[src/rtl/muldiv_unit.sv]
// Iterative multiply/divide unit owning the HI/LO pair: WIDTH-cycle shift-add or
// restoring-subtract core, one sign-fix cycle, and a stall request for EXE.
module muldiv_unit #(
  parameter int WIDTH = 32
) (
  input  logic             clk,
  input  logic             rst,
  input  logic             start,
  input  logic [1:0]       op,
  input  logic [WIDTH-1:0] a,
  input  logic [WIDTH-1:0] b,
  input  logic             hilo_rd,
  input  logic             wr_hi,
  input  logic             wr_lo,
  input  logic [WIDTH-1:0] wdata,
  output logic [WIDTH-1:0] hi,
  output logic [WIDTH-1:0] lo,
  output logic             busy,
  output logic             done,
  output logic             div_zero,
  output logic             stall
);

  localparam int CW = (WIDTH > 1) ? $clog2(WIDTH) : 1;

  typedef enum logic [1:0] {IDLE, RUN, FIX} state_t;

  state_t            state, state_nxt;
  logic [CW-1:0]     cnt;

  // Operation qualifiers captured at launch
  logic              is_div_p0;
  logic              res_neg_p0;
  logic              rem_neg_p0;
  logic              b_zero_p0;

  // Shared datapath: opnd is multiplicand or divisor; acc is {upper, lower}
  // holding the partial product, or {remainder, dividend/quotient}.
  logic [WIDTH-1:0]   opnd_p0;
  logic [2*WIDTH-1:0] acc_p1;

  logic [WIDTH-1:0]   a_mag, b_mag;
  logic [WIDTH:0]     mul_sum;
  logic [2*WIDTH-1:0] acc_mul;
  logic [WIDTH:0]     div_shf, div_try;
  logic [2*WIDTH-1:0] acc_div;
  logic [2*WIDTH-1:0] prod_fix;
  logic [WIDTH-1:0]   quo_fix, rem_fix;
  logic [WIDTH-1:0]   hi_res, lo_res;

  function automatic logic [WIDTH-1:0] mag(input logic signed [WIDTH-1:0] x,
                                           input logic                    sgn);
    logic signed [WIDTH-1:0] r;
    r = (sgn && x[WIDTH-1]) ? -x : x;
    return r;
  endfunction

  function automatic logic [WIDTH-1:0] neg_w(input logic signed [WIDTH-1:0] x);
    logic signed [WIDTH-1:0] r;
    r = -x;
    return r;
  endfunction

  function automatic logic [2*WIDTH-1:0] neg_dw(input logic signed [2*WIDTH-1:0] x);
    logic signed [2*WIDTH-1:0] r;
    r = -x;
    return r;
  endfunction

  assign a_mag = mag(a, op[0]);
  assign b_mag = mag(b, op[0]);

  assign busy  = (state != IDLE);
  assign stall = busy & (start | hilo_rd | wr_hi | wr_lo);

  // ---- iteration step (RUN) ----
  assign mul_sum = {1'b0, acc_p1[2*WIDTH-1:WIDTH]} + (acc_p1[0] ? {1'b0, opnd_p0} : '0);
  assign acc_mul = {mul_sum, acc_p1[WIDTH-1:1]};

  assign div_shf = {acc_p1[2*WIDTH-1:WIDTH], acc_p1[WIDTH-1]};
  assign div_try = div_shf - {1'b0, opnd_p0};
  assign acc_div = div_try[WIDTH] ? {div_shf[WIDTH-1:0], acc_p1[WIDTH-2:0], 1'b0}
                                  : {div_try[WIDTH-1:0], acc_p1[WIDTH-2:0], 1'b1};

  // ---- sign correction (FIX) ----
  // A zero divisor leaves the dividend magnitude as remainder, so the
  // remainder sign fix restores the original a on HI.
  assign prod_fix = res_neg_p0 ? neg_dw(acc_p1) : acc_p1;
  assign quo_fix  = b_zero_p0  ? '1
                  : (res_neg_p0 ? neg_w(acc_p1[WIDTH-1:0]) : acc_p1[WIDTH-1:0]);
  assign rem_fix  = rem_neg_p0 ? neg_w(acc_p1[2*WIDTH-1:WIDTH]) : acc_p1[2*WIDTH-1:WIDTH];
  assign hi_res   = is_div_p0 ? rem_fix : prod_fix[2*WIDTH-1:WIDTH];
  assign lo_res   = is_div_p0 ? quo_fix : prod_fix[WIDTH-1:0];

  always_comb begin
    state_nxt = state;
    case (state)
      IDLE: if (start) state_nxt = RUN;
      RUN:  if (cnt == CW'(WIDTH - 1)) state_nxt = FIX;
      FIX:  state_nxt = IDLE;
      default: state_nxt = IDLE;
    endcase
  end

  always_ff @(posedge clk) begin
    if (rst) begin
      state    <= IDLE;
      cnt      <= '0;
      done     <= 1'b0;
      div_zero <= 1'b0;
      hi       <= '0;
      lo       <= '0;
    end else begin
      state <= state_nxt;
      done  <= (state == FIX);
      if (state == RUN) cnt <= cnt + CW'(1);
      else              cnt <= '0;
      if (state == FIX) begin
        hi       <= hi_res;
        lo       <= lo_res;
        div_zero <= b_zero_p0;
      end else if (state == IDLE) begin
        if (wr_hi) hi <= wdata;
        if (wr_lo) lo <= wdata;
      end
    end
  end

  always_ff @(posedge clk) begin
    if (state == IDLE && start) begin
      is_div_p0  <= op[1];
      res_neg_p0 <= op[0] & (a[WIDTH-1] ^ b[WIDTH-1]);
      rem_neg_p0 <= op[0] & a[WIDTH-1];
      b_zero_p0  <= op[1] & (b == '0);
      opnd_p0    <= op[1] ? b_mag : a_mag;
      acc_p1     <= {{WIDTH{1'b0}}, (op[1] ? a_mag : b_mag)};
    end else if (state == RUN) begin
      acc_p1 <= is_div_p0 ? acc_div : acc_mul;
    end
  end

endmodule

[config.mk]
export PLATFORM = sky130hd
export DESIGN_NAME = muldiv_unit
export DESIGN_NICKNAME = d
export VERILOG_FILES = /design/src/rtl/muldiv_unit.sv
export SDC_FILE = /design/constraint.sdc
export NUM_CORES = 1
export LEC_CHECK = 0
export BUFFER_PORTS_ARGS = -buffer_cell sky130_fd_sc_hd__buf_2
export CORE_UTILIZATION = 40
export CTS_CLUSTER_DIAMETER = 150
export DETAILED_ROUTE_END_ITERATION = 8
export GPL_TIMING_DRIVEN = 0
export SYNTH_ARGS = -nofsm -noshare
export SYNTH_HDL_FRONTEND = slang
export SYNTH_SLANG_ARGS = --single-unit
[constraint.sdc]
create_clock -name clk -period 4.4 [get_ports clk]
set_input_delay 0.66 -clock clk [delete_from_list [all_inputs] [get_ports clk]]
set_output_delay 0.66 -clock clk [all_outputs]
set_load 0.02 [all_outputs]
After elaboration in Yosys (flattened, before gate mapping). Cells that the tools add are included.

ROM bits: 0. Output and inout port bits: 68. Register bits after elaboration: 173. Memories: 0. Bits in latches: 0. Bits in writable memories: 0.

$mul: 0. Equal/unequal tests: 5. $add $sub $neg: 8. Magnitude comparators: 0. Shifts and indexed selects: 0. Div/mod/pow operators: 0. Bitwise gates (word level): 9. Mux-type cells: 24. Reduce and logical (&&, ||, !) cells: 14.

Operator list (number): $mux W32 (18); $mux W64 (3); $neg A32 Y32 (4); $neg A64 Y64 (1); $add A32 B32 Y33 (1); $sub A33 B32 Y33 (1); $logic_not A32 Y1 (1); $reduce_bool A2 Y1 (5); $reduce_and A2 Y1 (3); $add A5 B1 Y5 const B (1); $eq A5 B5 Y1 const B (1); $and A1 B1 Y1 (4); $mux W2 (2); $ne A2 B2 Y1 const B (2); $pmux W2 S2 (1); $logic_and A1 B1 Y1 (3); $or A1 B1 Y1 (3); $eq A2 B1 Y1 const B (1); $eq A2 B2 Y1 const B (1); $logic_not A2 Y1 (1); $reduce_or A2 Y1 (1); $not A1 Y1 (1); $xor A1 B1 Y1 (1).

Logic depth before layout (Yosys ltp). Gate-level depths: netlist (run 1).

Depth after elaboration: 5. Mapped depth: 15. Depth with buffers taken out: 13.

Worst setup path after synthesis (run 1). Ideal clock, no wire load.

Path kind: register to register. Start: reg acc_p1[32]. End: reg acc_p1[51]. Data required time: 4218 ps. Cell stages (with the launch flop): 14. Data arrival time: 3173 ps. Period minus slack after synthesis: 3355 ps. Setup slack: 1045 ps. Path through: dfxtp_1 -> clkbuf_1 -> inv_1 -> fa_1 -> nor2b_1 -> o31ai_1 -> a2111oi_2 -> nor3_1 -> o21ai_1 -> a211o_1 -> xor2_4 -> mux2_2 -> a222oi_1 -> nor2_1.

Word-level cells in the longest chain between the ends: 3.

Ends and longest elaborated chain: start, declared (line 40) `logic [2*WIDTH-1:0] acc_p1;`; start signal, assigned (line 136) `acc_p1 <= {{WIDTH{1'b0}}, (op[1] ? a_mag : b_mag)};`; start signal, assigned (line 138) `acc_p1 <= is_div_p0 ? acc_div : acc_mul;`; $sub A33 B32 Y33 (line 81) `assign div_try = div_shf - {1'b0, opnd_p0};`; $mux W64 (line 82) `assign acc_div = div_try[WIDTH] ? {div_shf[WIDTH-1:0], acc_p1[WIDTH-2:0], 1'b0}`; $mux W64 * (line 138).

Every way passes the cells marked *; elsewhere a longest branch is shown, timed or not. A chain may end at the register's enable or synchronous reset.

Worst setup path in the final report (run 1).
Start: reg acc_p1[31]. End: reg acc_p1[59].

Word-level cells in the longest chain between the ends: 3.

Ends and longest elaborated chain (line): $sub A33 B32 Y33 (81); $mux W64 (82); $mux W64 (138).

No other way between the ends.

==> results of run 1 <==
[flip-flops by register name, indices dropped and copies added (netlist names)]
signal      flops
done            1
lo             32
res_neg_p0      1
state           2
b_zero_p0       1
hi             32
rem_neg_p0      1
acc_p1         64
is_div_p0       1
cnt             5
div_zero        1
opnd_p0        32
[what timing repair did]
item | in CTS | in global routing
endpoints found under the setup margin | 32 | 28
resized for setup | 1 | 7
hold buffers | 0 | 0
setup buffers | 3 | 3
[power groups by stage]
stage / Combinational (mW) / Sequential [mW] / Clock (mW)
after CTS: 2.94 / 2.21 / 1.56
after floorplan: 2.07 / 2.15 / 0
final: 3.00 / 2.22 / 1.55
after global placement: 2.87 / 2.25 / 0
after global routing: 3.28 / 2.24 / 1.62
after detailed placement: 2.90 / 2.25 / 0
[routing by layer]
metal	vias to the layer above	wire, microns
li1	6930	-
met1	6870	23100
met2	587	24200
met3	116	3830
met4	4	2040
met5	-	101
[metrics by stage]
step | setup slack [ns] | hold slack (ns) | TNS [ns] | utilization, %
2_1_floorplan | 1.04 | 0.432 | 0 | -
3_3_place_gp | -0.257 | 0.443 | -4.61 | 44.5
3_5_place_dp | -0.257 | 0.445 | -4.26 | 44.6
4_1_cts | 0.0972 | 0.388 | 0 | 46.3
5_1_grt | 0.00892 | 0.388 | 0 | 46.4
6_report | 0.209 | 0.399 | 0 | 46.4
[final timing paths]
kind	from	to	slack (ns)	cells past startpoint
worst max register to register	acc_p1[31]$_DFFE_PP_	acc_p1[59]$_SDFFE_PP0P_	0.21	14
worst min register to register	lo[16]$_SDFFE_PP0P_	lo[16]$_SDFFE_PP0P_	0.45	2
worst min-delay path	op[1]	is_div_p0$_DFFE_PP_	0.40	1
worst max-delay path	acc_p1[31]$_DFFE_PP_	acc_p1[59]$_SDFFE_PP0P_	0.21	14
[kinds of logic (layout without fill, tap and decap cells)]
kind of cell	count (synthesis)	after routing	share of synthesized area [%]
adder cells (fa/ha/maj)	72	72	6.37
AND/OR/NAND/NOR	559	559	18.1
AO/OA/AOI/OAI	527	527	23.3
buffers and inverters	181	390	5.08
XOR/XNOR	164	164	10.1
flip-flops	173	173	28.8
multiplexers	117	117	8.24
[cell usage in the layout, fill, tap and decap left out, types with 10 or more instances in the layout]
master,count
nor2_1,191
or3_1,19
a21oi_1,185
o221ai_1,31
xnor2_1,109
dfxtp_1,105
nor4_1,17
mux2_2,10
a31oi_1,22
nand2_1,170
ha_1,70
clkbuf_16,17
nand2b_1,14
a311oi_1,16
buf_2,176
mux2i_1,107
clkbuf_1,81
edfxtp_1,68
inv_1,74
a211oi_1,21
a21o_1,22
nor2b_1,14
o31ai_1,16
or4_1,11
nor3_1,38
o21ai_0,116
xor2_1,54
nand3_1,25
and2_1,11
[final cells by class]
cell class              instances  area (sq um)
plain buffers                 106           452
flip-flops and latches        173          4140
well taps                     461           577
repair buffers                177           916
inverters                      75           282
clock buffers                  17           425
multi-input cells            1439          9510
fillers                      3594         19000
clock inverters                15           159
==> results.txt, run 1 <==
Synth cell types: 85
CP Cell Sequence: inv_1 -> ha_1 -> fa_1 -> nor2b_1 -> o31ai_2 -> a2111oi_2 -> nor3_1 -> o21ai_2 -> a211o_1 -> xor2_4 -> buf_4 -> buf_2 -> o221ai_1 -> o22ai_1
most frequent cell after synthesis: nor2_1
P_sw: 2.94 mW
Worst-path clk slew: 0.08 ns
CP Data Arrival Time: 4.55 ns
first-pass GRT wire length: 79.6 mm
CTS Buf Count: 17
clock group share of total power: 22.9%
GR Util met3: 5.98%
Final min period: 4.19 ns
largest net degree at the start of global routing: 36
DRC: 0
PwrDens: 411 mW/mm^2
Worst path top cell family by delay: compound AO/OA/AOI/OAI gates
Seq/Total Area, Yosys: 28.8%
post-DP HPWL: 42.8 mm
relative slew slack: 12.5%
Sink Count: 173
antenna-violating nets left: 0
crit share post-route: 95.2%
post-synthesis async set-or-reset flop share: 0%
crit end category: flop
1st-iter DRT viols: 1,412
Comb power frac: 44.3%
CP bufs+invs: 3
DP Area: 0.0158 sq mm
initial antenna violation count: 1
endpoints failing setup: 0
Syn Area/Cell: 8.01 sq um
M2 GR Usage: 46.3%
Max-cap violations: 0
share of cells above drive strength 1: 13.2%
Max VDD drop: 0.324 mV
final hold viol count: 0
Critical Path Fanout Max: 10
crit path kind: reg2reg
total die area: 0.0367 sq mm
met1 GRT Util: 37.5%
fin cells: 2,463
most used routing layer: met2
max-slew violation count: 0
slowest stage cell, crit path: edfxtp_1
Slowest Stage Delay on Critical Path: 0.55 ns
Via-to-Cell Ratio: 5.89
Pint: 3.83 mW
die height: 192 microns
Final Power: 6.77 mW
GRT Resource Usage Total: 28.8%
DR WL/cell: 21.6 microns
final wirelength: 53.2 mm
Synth area leader: dfxtp_1
status: finished, final reports clean
Die Span X: 192 microns
actual slew at the worst max-slew pin: 1.31 ns
NumNets Final: 2,165
Pre-antenna DRT Iters: 7
Syn-to-layout area delta: 14.6%
skew final: 0.0179 ns
global route overflow: 0
core area: 0.0355 sq mm
total placed cells including tap cells: 2,425
Hold Path Class: in2reg
port bufs: 170
GP Congestion: 0.955
CTS HTree Levels: 4
Synth area leaders: dfxtp_1, edfxtp_1, mux2i_1, xnor2_1, a21oi_1
Clock Tree Buf Depth: 2
IO Pins: 172
achievable frequency: 0.239 GHz
synth warn: 0
post-synth design cell area: 0.0144 sq mm
CP Launch Type: flop
clk_lat worst skew: 0.46 ns
post-synthesis register bit count: 173
via count: 14,500
Post-Syn Nets: 1,969
Rows: 69
vias in the first global route: 13,800
number of diodes: 0
number of synthesized flops with an enable pin: 68
sequential power share: 32.8%
CP required: 4.76 ns
Sw Ratio: 43.4%
Post-Syn Instances: 1,793
Starting Density: 40.5%
leakage power total: 6.91 nW
Synth top area share: 14.6%
CTS tree: done
RSZ-0062 raised after global routing: false
post-route cell area: 0.0165 sq mm
CTS root buf: clkbuf_16
commonest cells in the netlist: nor2_1, a21oi_1, nand2_1, o21ai_0, xnor2_1
Primary FF master, synth: dfxtp_1
(Power assumes the default switching activity.)
==> inputs of run 2 (changes only) <==
--- a/config.mk
+++ b/config.mk
@@ -10,6 +10,7 @@
 export CTS_CLUSTER_DIAMETER = 150
 export DETAILED_ROUTE_END_ITERATION = 8
 export GPL_TIMING_DRIVEN = 0
+export PLACE_DENSITY = 0.67
 export SYNTH_ARGS = -nofsm -noshare
 export SYNTH_HDL_FRONTEND = slang
 export SYNTH_SLANG_ARGS = --single-unit
==> results.txt, run 2 (same netlist as run 1, synthesis figures left out) <==
Pre-antenna DRT Iters: 5 (was 7)
NumNets Final: 2,162 (was 2,165)
DRC: 0 (unchanged)
GP Congestion: 0.993 (was 0.955)
crit end category: flop (unchanged)
post-DP HPWL: 41.2 mm (was 42.8 mm)
PwrDens: 406 mW/mm^2 (was 411 mW/mm^2)
IO Pins: 172 (unchanged)
CTS tree: done (unchanged)
status: finished, final reports clean (unchanged)
core area: 0.0355 sq mm (unchanged)
Final min period: 4.23 ns (was 4.19 ns)
vias in the first global route: 13,700 (was 13,800)
Reg with most FFs: acc_p1 (unchanged)
Final Core Density: 46.3% (was 46.4%)
global route overflow: 0 (unchanged)
CTS Buf Count: 17 (unchanged)
final hold viol count: 0 (unchanged)
Die Span X: 192 microns (unchanged)
number of diodes: 0 (unchanged)
Hold Path Class: in2reg (unchanged)
actual slew at the worst max-slew pin: 0.953 ns (was 1.31 ns)
crit path kind: reg2reg (unchanged)
Max-cap violations: 0 (unchanged)
port bufs: 170 (unchanged)
r2r setup slk: 0.17 ns (was 0.21 ns)
Via-to-Cell Ratio: 5.98 (was 5.89)
via count: 14,700 (was 14,500)
relative slew slack: 35.9% (was 12.5%)
commonest non-fill, non-tap cells in the layout: nor2_1, a21oi_1, buf_2 (unchanged)
final wirelength: 51.4 mm (was 53.2 mm)
achievable frequency: 0.236 GHz (was 0.239 GHz)
number of flip-flops in the largest register: 64 (unchanged)
CP Launch Type: flop (unchanged)
Starting Density: 40.5% (unchanged)
endpoints failing setup: 0 (unchanged)
Sink Count: 173 (unchanged)
initial antenna violation count: 0 (was 1)
RSZ-0062 raised after global routing: false (unchanged)
clk_lat worst skew: 0.45 ns (was 0.46 ns)
Fillers: 3,553 (was 3,594)
Hold EP: is_div_p0$_DFFE_PP_ (unchanged)
DP Area: 0.0158 sq mm (unchanged)
worst r2r dst: acc_p1[48]$_SDFFE_PP0P_ (was acc_p1[59]$_SDFFE_PP0P_)
Rows: 69 (unchanged)
Clock Tree Buf Depth: 2 (unchanged)
GRT Resource Usage Total: 27.8% (was 28.8%)
CTS root buf: clkbuf_16 (unchanged)
Worst Hold Path Cells: 1 (unchanged)
most common cell after layout, fill and taps aside: nor2_1 (unchanged)
post-route cell area: 0.0164 sq mm (was 0.0165 sq mm)
largest net degree at the start of global routing: 35 (was 36)
CP Data Arrival Time: 4.54 ns (was 4.55 ns)
Setup Total Neg Slack: 0 ns (unchanged)
Worst-path clk slew: 0.07 ns (was 0.08 ns)
Final Power: 6.67 mW (was 6.77 mW)
reg2reg start: acc_p1[31]$_DFFE_PP_ (unchanged)
HP Start: op[1] (unchanged)
Syn-to-layout area delta: 14.3% (was 14.6%)
first-pass GRT wire length: 78.1 mm (was 79.6 mm)
leakage power total: 6.89 nW (was 6.91 nW)
crit share post-route: 96.1% (was 95.2%)
max-slew violation count: 0 (unchanged)
Max VDD drop: 0.281 mV (was 0.324 mV)
DR WL/cell: 20.9 microns (was 21.6 microns)
skew final: 0.0149 ns (was 0.0179 ns)
1st-iter DRT viols: 1,715 (was 1,412)
antenna-violating nets left: 0 (unchanged)
Min Hold Slack: 0.416 ns (was 0.399 ns)
Critical Path Fanout Max: 10 (unchanged)
share of cells above drive strength 1: 12.9% (was 13.2%)
total die area: 0.0367 sq mm (unchanged)
CP required: 4.71 ns (was 4.76 ns)
die height: 192 microns (unchanged)
CTS HTree Levels: 4 (unchanged)
reg2reg path depth: 14 (unchanged)
==> run 2: layout make-up <==
| class | instances | area, sq um | area share (%) |
|---|---|---|---|
| repair buffers | 174 | 913 | 5.56 |
| well taps | 461 | 577 | 3.51 |
| multi-input cells | 1439 | 9500 | 57.9 |
| flip-flops and latches | 173 | 4140 | 25.2 |
| plain buffers | 106 | 450 | 2.74 |
| clock buffers | 19 | 433 | 2.64 |
| clock inverters | 13 | 125 | 0.762 |
| inverters | 75 | 282 | 1.71 |
==> run 2: critical path, cell delays in order, from the launching register on <==
cell	delay [ns]
edfxtp_1	0.60
inv_1	0.11
ha_1	0.23
fa_1	0.44
nor2b_1	0.23
o31ai_2	0.16
a2111oi_2	0.40
nor3_1	0.16
o21ai_1	0.34
a211o_1	0.28
xor2_4	0.22
buf_4	0.27
mux2_2	0.40
mux2i_1	0.15
a21oi_1	0.09
==> run 2: worst max-delay path by stage <==
stage / startpoint / end / slack (ns) / cells past startpoint
finish: acc_p1[31]$_DFFE_PP_ / acc_p1[48]$_SDFFE_PP0P_ / 0.17 / 14
CTS: acc_p1[0]$_DFFE_PP_ / acc_p1[63]$_SDFFE_PP0P_ / 0.09 / 14
detailed placement: acc_p1[31]$_DFFE_PP_ / acc_p1[48]$_SDFFE_PP0P_ / -0.14 / 14
floorplan: acc_p1[32]$_SDFFE_PP0P_ / acc_p1[51]$_SDFFE_PP0P_ / 1.04 / 13
global placement: acc_p1[31]$_DFFE_PP_ / acc_p1[48]$_SDFFE_PP0P_ / -0.14 / 14
global route: acc_p1[32]$_SDFFE_PP0P_ / acc_p1[51]$_SDFFE_PP0P_ / 0.02 / 14
==> run 2: repair_timing <==
action	CTS	global route
resized for setup	1	4
buffers inserted	2	0
hold buffers	0	0
endpoints found under the setup margin	18	8
==> run 2: power by group <==
| group | total, mW | internal (mW) | switching [mW] |
|---|---|---|---|
| combinational | 2.98 | 1.17 | 1.81 |
| sequential | 2.22 | 1.89 | 0.330 |
| clock | 1.47 | 0.748 | 0.726 |
| total | 6.67 | 3.81 | 2.87 |
==> run 2: metal layers <==
layer | global-route usage (%) | vias up | routed length, microns
met3 | 4.87 | 117 | 4390
li1 | - | 6909 | -
met1 | 37.5 | 6991 | 22000
met4 | 11.1 | 0 | 2060
met2 | 43.9 | 704 | 23000
met5 | 0 | - | 0
==> run 2: through the flow <==
step	setup slack [ns]	cells
6_report	0.171	2460
5_1_grt	0.0161	2460
4_1_cts	0.0948	2459
3_5_place_dp	-0.143	2425
3_3_place_gp	-0.142	2424
2_1_floorplan	1.04	1793
==> inputs of run 3 (changes only) <==
==> constraint.sdc (replaced) <==
create_clock -name clk -period 4.3 [get_ports clk]
set_input_delay 0.645 -clock clk [delete_from_list [all_inputs] [get_ports clk]]
set_output_delay 0.645 -clock clk [all_outputs]
set_load 0.02 [all_outputs]
==> results.txt, run 3 (same netlist as run 1, synthesis figures left out) <==
max-slew violation count: 0 (unchanged)
Sink Count: 173 (unchanged)
sequential power share: 33.1% (was 33.2%)
initial antenna violation count: 0 (unchanged)
clock group share of total power: 22.2% (was 22.1%)
CTS HTree Levels: 4 (unchanged)
clk_lat worst skew: 0.46 ns (was 0.45 ns)
Die Span X: 192 microns (unchanged)
RSZ-0062 raised after global routing: false (unchanged)
number of flip-flops in the largest register: 64 (unchanged)
Max VDD drop: 0.294 mV (was 0.281 mV)
1st-iter DRT viols: 1,657 (was 1,715)
endpoints failing setup: 0 (unchanged)
flip-flop and latch area: 0.00414 sq mm (unchanged)
actual slew at the worst max-slew pin: 0.925 ns (was 0.953 ns)
achievable frequency: 0.241 GHz (was 0.236 GHz)
Fillers: 3,551 (was 3,553)
CP required: 4.62 ns (was 4.71 ns)
DRC: 0 (unchanged)
post-DP HPWL: 41.2 mm (unchanged)
Sw Ratio: 43.1% (was 43.0%)
antenna-violating nets left: 0 (unchanged)
status: finished, final reports clean (unchanged)
crit share post-route: 96.3% (was 96.1%)
CTS Buf Count: 17 (unchanged)
via count: 14,700 (about the same)
relative slew slack: 37.8% (was 35.9%)
IO Pins: 172 (unchanged)
CTS tree: done (unchanged)
share of cells above drive strength 1: 13.2% (was 12.9%)
skew final: 0.0149 ns (about the same)
most common cell after layout, fill and taps aside: nor2_1 (unchanged)
CP Data Arrival Time: 4.46 ns (was 4.54 ns)
largest net degree at the start of global routing: 35 (unchanged)
port bufs: 170 (unchanged)
Syn-to-layout area delta: 14.6% (was 14.3%)
Multi-input gate area: 0.00952 sq mm (was 0.00950 sq mm)
total die area: 0.0367 sq mm (unchanged)
number of diodes: 0 (unchanged)
final wirelength: 51.7 mm (was 51.4 mm)
core area: 0.0355 sq mm (unchanged)
Via-to-Cell Ratio: 5.97 (was 5.98)
PwrDens: 416 mW/mm^2 (was 406 mW/mm^2)
Setup Total Neg Slack: 0 ns (unchanged)
Clock Tree Buf Depth: 2 (unchanged)
commonest non-fill, non-tap cells in the layout: nor2_1, a21oi_1, buf_2 (unchanged)
global route overflow: 0 (unchanged)
Hold Path Class: in2reg (unchanged)
Final min period: 4.14 ns (was 4.23 ns)
Worst-path clk slew: 0.07 ns (about the same)
crit end category: flop (unchanged)
Critical Path Fanout Max: 5 (was 10)
CP Launch Type: flop (unchanged)
Reg with most FFs: acc_p1 (unchanged)
GRT Resource Usage Total: 27.8% (unchanged)
Final Core Density: 46.4% (was 46.3%)
Pint: 3.90 mW (was 3.81 mW)
Starting Density: 40.5% (unchanged)
CTS root buf: clkbuf_16 (unchanged)
Comb power frac: 44.8% (was 44.7%)
NumNets Final: 2,165 (was 2,162)
Max-cap violations: 0 (unchanged)
first-pass GRT wire length: 78.1 mm (unchanged)
Pre-antenna DRT Iters: 5 (unchanged)
P_sw: 2.95 mW (was 2.87 mW)
final hold viol count: 0 (unchanged)
crit path kind: reg2reg (unchanged)
DR WL/cell: 21.0 microns (was 20.9 microns)
leakage power total: 6.91 nW (was 6.89 nW)
Final Power: 6.86 mW (was 6.67 mW)
Rows: 69 (unchanged)
vias in the first global route: 13,700 (unchanged)
GP Congestion: 0.993 (unchanged)
die height: 192 microns (unchanged)
-- run 3: cell types whose count changed in the layout (fill, tap and decap cells not counted), sizes merged --
cell  delta
buf      +3
-- run 3: final timing paths --
path	from	endpoint	slack (ns)	cells past startpoint
hold reg to reg	lo[19]$_SDFFE_PP0P_	lo[19]$_SDFFE_PP0P_	0.46	2
setup / recovery	acc_p1[31]$_DFFE_PP_	acc_p1[53]$_SDFFE_PP0P_	0.16	14
setup reg to reg	acc_p1[31]$_DFFE_PP_	acc_p1[53]$_SDFFE_PP0P_	0.16	14
hold / removal	op[1]	is_div_p0$_DFFE_PP_	0.39	1
-- run 3: power by group through the flow --
stage                     Sequential (mW)  Clock, mW  Combinational (mW)
after floorplan                      2.20          0                2.12
after global placement               2.29          0                2.90
after detailed placement             2.29          0                2.95
after CTS                            2.26       1.52                2.98
after global routing                 2.28       1.58                3.33
final                                2.27       1.52                3.07
-- run 3: what timing repair did --
| action | 4_1_cts | 5_1_grt |
|---|---|---|
| hold buffers | 0 | 0 |
| setup endpoints to repair | 28 | 11 |
| buffers inserted | 2 | 3 |
| resized for setup | 2 | 8 |
-- run 3: area by class of cell --
cell class | count | area share [%]
Buffer | 106 | 2.74
Clock buffer | 19 | 2.63
Clock inverter | 13 | 0.760
Inverter | 75 | 1.71
Multi-Input combinational cell | 1439 | 57.8
Sequential cell | 173 | 25.2
Tap cell | 461 | 3.50
Timing Repair Buffer | 177 | 5.68
-- run 3: worst max-delay path: stages (launching register included) --
cell       delay (ns)
edfxtp_1         0.56
inv_1            0.14
ha_1             0.20
fa_1             0.26
nor2b_1          0.10
o31ai_2          0.48
a2111oi_2        0.18
nor3_1           0.41
o21ai_2          0.16
a211o_1          0.39
xor2_4           0.21
buf_4            0.21
mux2_2           0.37
a21oi_1          0.24
o21ai_0          0.10
-- run 3: metal layers --
metal / vias up / track usage, % / part of all wire (%)
li1: 6918 / - / -
met1: 6928 / 37.5 / 42
met2: 732 / 43.9 / 45
met3: 121 / 4.87 / 9.2
met4: 0 / 11.1 / 3.9
met5: - / 0 / 0
-- run 3: through the flow --
step,setup WS (ns),area [sq um],hold WS [ns],instances
6_report,0.158,16500,0.393,2463
5_1_grt,0.0397,16500,0.393,2463
3_3_place_gp,-0.242,15800,0.443,2424
3_5_place_dp,-0.243,15800,0.447,2425
2_1_floorplan,0.945,14400,0.432,1793
4_1_cts,0.0986,16400,0.384,2459
